[config.mk]
export PLATFORM = sky130hd
export DESIGN_NAME = svf_voice_scheduler
export DESIGN_NICKNAME = d
export VERILOG_FILES = /design/src/rtl/svf_voice_scheduler.sv
export SDC_FILE = /design/constraint.sdc
export NUM_CORES = 2
export LEC_CHECK = 0
export CORE_MARGIN = 5
export CORE_UTILIZATION = 65
export CTS_CLUSTER_DIAMETER = 50
export DETAILED_ROUTE_END_ITERATION = 10
export DONT_BUFFER_PORTS = 1
export GPL_ROUTABILITY_DRIVEN = 0
export MAX_ROUTING_LAYER = met4
export PLACE_DENSITY = 0.81
export SLEW_MARGIN = 30
export SYNTH_ARGS = -nofsm -noshare
export SYNTH_HDL_FRONTEND = slang
export SYNTH_SLANG_ARGS = --single-unit
[constraint.sdc]
create_clock -name clk -period 42.3 [get_ports clk]
set_clock_uncertainty 0.1 [all_clocks]
set_input_delay 8.46 -clock clk [delete_from_list [all_inputs] [get_ports clk]]
set_output_delay 8.46 -clock clk [all_outputs]
set_load 0.03 [all_outputs]
[src/rtl/svf_voice_scheduler.sv]
// svf_voice_scheduler: time-multiplexed SVF filter bank; define SVF_SAT_EN for saturating arithmetic
module svf_voice_scheduler #(
   parameter int NUM_VOICES = 4,
   parameter int VW         = 2
) (
   input  logic          clk,
   input  logic          rst,
   input  logic          sample_tick,
   input  logic [11:0]   x_in,
   input  logic          cfg_we,
   input  logic [VW-1:0] cfg_voice,
   input  logic [1:0]    cfg_sel,
   input  logic [11:0]   cfg_wdata,
   output logic          out_valid,
   output logic [VW-1:0] out_voice,
   output logic [11:0]   out_data,
   output logic          mix_valid,
   output logic [11:0]   mix_data,
   output logic          busy,
   output logic          overrun
);
`ifdef SVF_SAT_EN
   localparam bit SAT = 1'b1;
`else
   localparam bit SAT = 1'b0;
`endif
   localparam int AW = 12 + VW;
   typedef enum logic [1:0] {IDLE, LOAD, CALC, MIX} state_t;
   state_t st, st_n;
   logic [VW-1:0] v;
   logic signed [11:0] x_q;
   logic signed [11:0] yb [NUM_VOICES];
   logic signed [11:0] yl [NUM_VOICES];
   logic signed [11:0] sf [NUM_VOICES];
   logic signed [11:0] sq [NUM_VOICES];
   logic [1:0] sm [NUM_VOICES];
   logic signed [11:0] nf [NUM_VOICES];
   logic signed [11:0] nq [NUM_VOICES];
   logic [1:0] nm [NUM_VOICES];
   logic signed [11:0] af [NUM_VOICES];
   logic signed [11:0] aq [NUM_VOICES];
   logic [1:0] am [NUM_VOICES];
   logic [NUM_VOICES-1:0] sup;
   logic signed [11:0] ryb, ryl, rf, rq;
   logic [1:0] rm;
   logic signed [11:0] qb, yh_n, yb_n, yl_n, yn_n, sel_y;
   logic signed [AW-1:0] acc;
   logic go, last, cmd;

   function automatic logic signed [11:0] fit(input logic signed [15:0] s);
      fit = (!SAT || s[15:11] == {5{s[15]}}) ? s[11:0] : {s[15], {11{~s[15]}}};
   endfunction

   function automatic logic signed [11:0] r(input logic signed [11:0] a, input logic signed [11:0] b);
      r = 12'((24'(a) * 24'(b)) >>> 12);
   endfunction

   assign go   = st == IDLE && sample_tick;
   assign last = v == VW'(NUM_VOICES - 1);
   assign cmd  = cfg_we && cfg_sel == 2'd3;

   // shadow registers after this cycle's write, so a write alongside a tick is copied too
   always_comb begin
      nf = sf;
      nq = sq;
      nm = sm;
      if (cfg_we && cfg_sel == 2'd0) nf[cfg_voice] = cfg_wdata;
      if (cfg_we && cfg_sel == 2'd1) nq[cfg_voice] = cfg_wdata;
      if (cfg_we && cfg_sel == 2'd2) nm[cfg_voice] = cfg_wdata[1:0];
   end

   // shadow writes every cycle; active set only refreshed on an accepted tick
   always_ff @(posedge clk) begin
      if (rst) begin
         for (int i = 0; i < NUM_VOICES; i++) begin
            sf[i] <= '0;
            sq[i] <= '0;
            sm[i] <= '0;
            af[i] <= '0;
            aq[i] <= '0;
            am[i] <= '0;
         end
      end else begin
         sf <= nf;
         sq <= nq;
         sm <= nm;
         if (go) begin
            af <= nf;
            aq <= nq;
            am <= nm;
         end
      end
   end

   // one filter step for the voice registered in LOAD
   always_comb begin
      qb    = r(rq, ryb);
      yh_n  = fit(16'(x_q) - 16'(ryl) - 16'(qb));
      yb_n  = fit(16'(r(rf, yh_n)) + 16'(ryb));
      yl_n  = fit(16'(r(rf, yb_n)) + 16'(ryl));
      yn_n  = fit(16'(yh_n) + 16'(yl_n));
      sel_y = rm == 2'd0 ? yl_n : rm == 2'd1 ? yb_n : rm == 2'd2 ? yh_n : yn_n;
   end

   // voice state write-back; a clear wins over a same-cycle store and blocks later stores this frame
   always_ff @(posedge clk) begin
      if (rst) begin
         for (int i = 0; i < NUM_VOICES; i++) begin
            yb[i] <= '0;
            yl[i] <= '0;
         end
         sup <= '0;
      end else begin
         if (go) sup <= '0;
         if (st == CALC && !sup[v]) begin
            yb[v] <= yb_n;
            yl[v] <= yl_n;
         end
         if (cmd && cfg_wdata[1]) begin
            yb[cfg_voice] <= '0;
            yl[cfg_voice] <= '0;
            if (st != IDLE) sup[cfg_voice] <= 1'b1;
         end
      end
   end

   // sample capture, per-voice operand registers and mix accumulator
   always_ff @(posedge clk) begin
      if (rst) begin
         x_q <= '0;
         ryb <= '0;
         ryl <= '0;
         rf  <= '0;
         rq  <= '0;
         rm  <= '0;
         acc <= '0;
      end else begin
         if (go) begin
            x_q <= x_in;
            acc <= '0;
         end
         if (st == LOAD) begin
            ryb <= yb[v];
            ryl <= yl[v];
            rf  <= af[v];
            rq  <= aq[v];
            rm  <= am[v];
         end
         if (st == CALC) acc <= acc + AW'(sel_y);
      end
   end

   // state register, voice counter and sticky overrun
   always_ff @(posedge clk) begin
      if (rst) begin
         st      <= IDLE;
         v       <= '0;
         overrun <= 1'b0;
      end else begin
         st      <= st_n;
         v       <= go ? '0 : (st == CALC && !last) ? v + VW'(1) : v;
         overrun <= (sample_tick && st != IDLE) || (overrun && !(cmd && cfg_wdata[0]));
      end
   end

   // next state and frame outputs
   always_comb begin
      st_n = st;
      case (st)
         IDLE: st_n = sample_tick ? LOAD : IDLE;
         LOAD: st_n = CALC;
         CALC: st_n = last ? MIX : LOAD;
         MIX:  st_n = IDLE;
         default: st_n = IDLE;
      endcase
      out_valid = st == CALC;
      out_voice = st == CALC ? v : '0;
      out_data  = st == CALC ? sel_y : '0;
      mix_valid = st == MIX;
      mix_data  = fit(16'(acc >>> VW));
      busy      = st != IDLE;
   end
endmodule

==> key figures <==
Drt
  • Vias per std cell: 5.99
  • WL final: 84.4 mm
  • Post-DR wirelength/cell: 20.3 microns
  • Routed Antenna Nets: 0
  • DRT Pass-1 Iters: 9
  • Vias: around 25000
  • Residual DRC count: 0
  • 1st-iter DRT viols: 2463

GRT
  • Largest net degree at the start of global routing: 190
  • Total gr overflow: 0
  • Tot GR Track Use: 0.325
  • Vias in the first global route: ~26000
  • First-pass GRT wire length: about 140 mm
  • Initial antenna violation count: 2

Layout
  • Diode count: 0
  • FILL cells: ~3700
  • Synthesis-to-layout area growth: 5.87%
  • Nets: between 4000 and 5000
  • Share of cells above drive strength 1: 0.0653

Power and ir drop
  • Peak VDD IR: about 0.11 mV
  • PD cells: approximately 83 nW/um^2
  • P_leak: 16.1 nW

Yosys
  • Syn_nets: about 4200
  • Yosys reg bits: roughly 400
  • Synth Area in Simple Gates: 0.150
  • YS warnings: 0
  • Mapped Area: between 30000 and 40000 sq um
  • Leading area contributor after synthesis: fa_1
  • Fraction of registers with async set or reset after synthesis: 0
  • Largest family of logic cells by synthesized area: adder cells
  • XOR/XNOR Fraction of Synth Area: 0.0302
  • Synth Area in Adders: 0.338
  • Yosys top cell area share: 0.260
  • Distinct cells, synth: 68
  • Mean Syn Cell Area: 9.14 sq um
  • Synth Area in Compound Gates: 0.0977
  • Register area share after synthesis: 0.238
  • Mux share of post-synthesis cell area: 0.0582
  • Post-synth EDFFs: 0
  • Mapped Cells: 3585
  • Top cells by area, synth: fa_1 (26%), dfxtp_1 (24%), ha_1 (7.9%)
  • Dominant synthesized flop cell: dfxtp_1

Die
  • Die Area: approximately 55000 sq um
  • Cell row count: 82
  • Starting Density: 0.656
  • Die Width: 235 microns
  • I/O pin count: 62
  • CORE AREA: around 50000 sq um
  • Die H: around 230 microns

Timing
  • Worst slew pin tran: 1.04 ns
  • Setup TNS Final: 0 ns
  • Rel. slew slack: 0.307
  • Slew Limit Fails: 0
  • Tmin final: approximately 31 ns
  • Max frequency: 32.1 MHz
  • Final setup viols: 0
  • Final Hold Viols: 0
  • Final hold slack: 0.353 ns
  • RSZ-0062 raised after global routing: false
  • Final worst-path cycle share: 0.736

CTS
  • CTS buffer count: 40
  • Hold_buf cts: 0
  • # Post-CTS Setup Buffers: 0
  • PostCTS Resize Cnt: 0
  • Clock root cell: clkbuf_16
  • Worst-path clk slew: 0.06 ns
  • CTS tree: done
  • Clock tree buffer depth: 3
  • Worst-skew pair later-pin latency: slightly below 0.6 ns
  • Clock sinks: around 390
  • # H-tree levels: 2

Setup path
  • Setup crit start kind: register
  • Slowest cell on the critical path: a2111oi_0
  • CP arrival: between 20 and 25 ns
  • Crit Path Max Fanout: 18
  • Slowest stage delay, CP: 0.76 ns
  • Reg2Reg Setup Slack: about 19 ns
  • Required @ worst endpoint: around 34 ns
  • CP endpoint kind: output pin
  • Critical path class: reg -> out
  • CP most frequent cell: fa_1

Run
  • Max-cap violations: 0

Placement
  • DP HPWL: just under 60 mm
  • IO Port Bufs: 0

Status
  • Status: completed

Hold path
  • Hold Crit Class: reg -> reg
-- routing by layer --
| metal | share of wire | track usage |
|---|---|---|
| met1 | 0.39 | 0.422 |
| met2 | 0.46 | 0.511 |
| met3 | 0.096 | 0.0581 |
| met4 | 0.050 | 0.135 |
| met5 | 0 | - |
-- critical path: cells and delay by family (launching register included) --
family	cells	cell delay [ns]
AO/OA/AOI/OAI	21	4.86
XOR/XNOR	9	1.74
adder cells (fa/ha/maj)	23	9.91
AND/OR/NAND/NOR	20	3.79
buffers and inverters	13	1.02
flip-flops	1	0.67
-- Yosys cell counts (3+ instances only) --
library cell,instances
o21ai_1,17
a21oi_1,234
and3_1,12
o21ai_0,14
or2_1,3
a22o_1,4
a22oi_1,25
mux2i_1,51
nor2_1,175
mux4_2,62
ha_1,206
or2_2,5
nand2_1,551
a31oi_1,19
and2_1,159
o211ai_1,5
dfxtp_1,389
clkbuf_1,184
a211oi_1,4
nand2b_1,15
nand4_1,10
nand3_1,102
o21bai_1,9
buf_1,29
inv_1,530
a21o_1,24
o21a_1,10
nor2b_1,15
buf_4,12
fa_1,425
or3_1,9
xnor2_1,82
xor2_1,29
o22a_1,104
nor3_1,21
nand3b_1,4
-- final cells by class --
class                      count  area, sq um  area share
clock inverter                19          246     0.00711
inverter                     531         1990      0.0575
clock buffer                  55         1170      0.0337
tap                          672          841      0.0242
timing repair buffer          57          463      0.0133
multi-input combinational   2440        22200       0.639
sequential                   389         7790       0.225
-- flip-flops by register name (all words and copies together), names as in the netlist --
| signal | cells |
|---|---|
| sq | 48 |
| overrun | 1 |
| v | 2 |
| ryb | 12 |
| sf | 48 |
| rq | 12 |
| acc | 14 |
| yb | 48 |
| sm | 8 |
| st | 2 |
| x_q | 12 |
| af | 48 |
| yl | 48 |
| rf | 12 |
| aq | 48 |
| rm | 2 |
| ryl | 12 |
| am | 8 |
| sup | 4 |
-- cells in the final DEF (no fill, tap or decap), drive strengths merged, types with 29 or more instances in the layout --
| master | synthesis | routed |
|---|---|---|
| a21oi | 235 | 235 |
| and2 | 161 | 161 |
| buf | 41 | 57 |
| clkbuf | 184 | 55 |
| dfxtp | 389 | 389 |
| fa | 425 | 425 |
| ha | 206 | 206 |
| inv | 530 | 534 |
| mux2i | 51 | 51 |
| mux4 | 62 | 62 |
| nand2 | 551 | 551 |
| nand3 | 102 | 102 |
| nor2 | 175 | 175 |
| o21ai | 32 | 32 |
| o22a | 104 | 104 |
| xnor2 | 83 | 83 |
| xor2 | 29 | 29 |
-- path summary, 6_finish.rpt --
kind,startpoint,cells after the start,to
setup reg to reg,ryb[3],92,acc[13]
setup / recovery,ryb[3],86,out_data[11]
hold reg to reg,sq[46],2,sq[46]
hold / removal,sq[46],2,sq[46]
-- cells by family after synthesis --
group,count (synthesis)
AND/OR/NAND/NOR,1094
buffers and inverters,756
multiplexers,113
flip-flops,389
XOR/XNOR,112
AO/OA/AOI/OAI,490
adder cells (fa/ha/maj),631
-- stage by stage --
stage           util  cells  area, sq um  setup WS [ns]  total power [W]
6_report       0.694   4163        34700          11.18          0.00287
5_1_grt        0.694   4163        34700           9.94          0.00307
4_1_cts        0.694   4162        34700          11.30          0.00282
3_5_place_dp   0.666   4088        33300          12.02          0.00243
3_3_place_gp   0.664   4085        33200          12.43          0.00239
2_1_floorplan      -   3585        32800          13.52          0.00186
-- where the power goes --
group | leakage, nW | switching (W) | total [W] | internal, W
clock network | 0.687 | 0.000162 | 0.000373 | 0.000211
registers | 3.16 | 0.0000290 | 0.000419 | 0.000390
logic | 12.3 | 0.00129 | 0.00207 | 0.000781
total | 16.1 | 0.00148 | 0.00287 | 0.00138
Power figures use the tool's default switching activity.
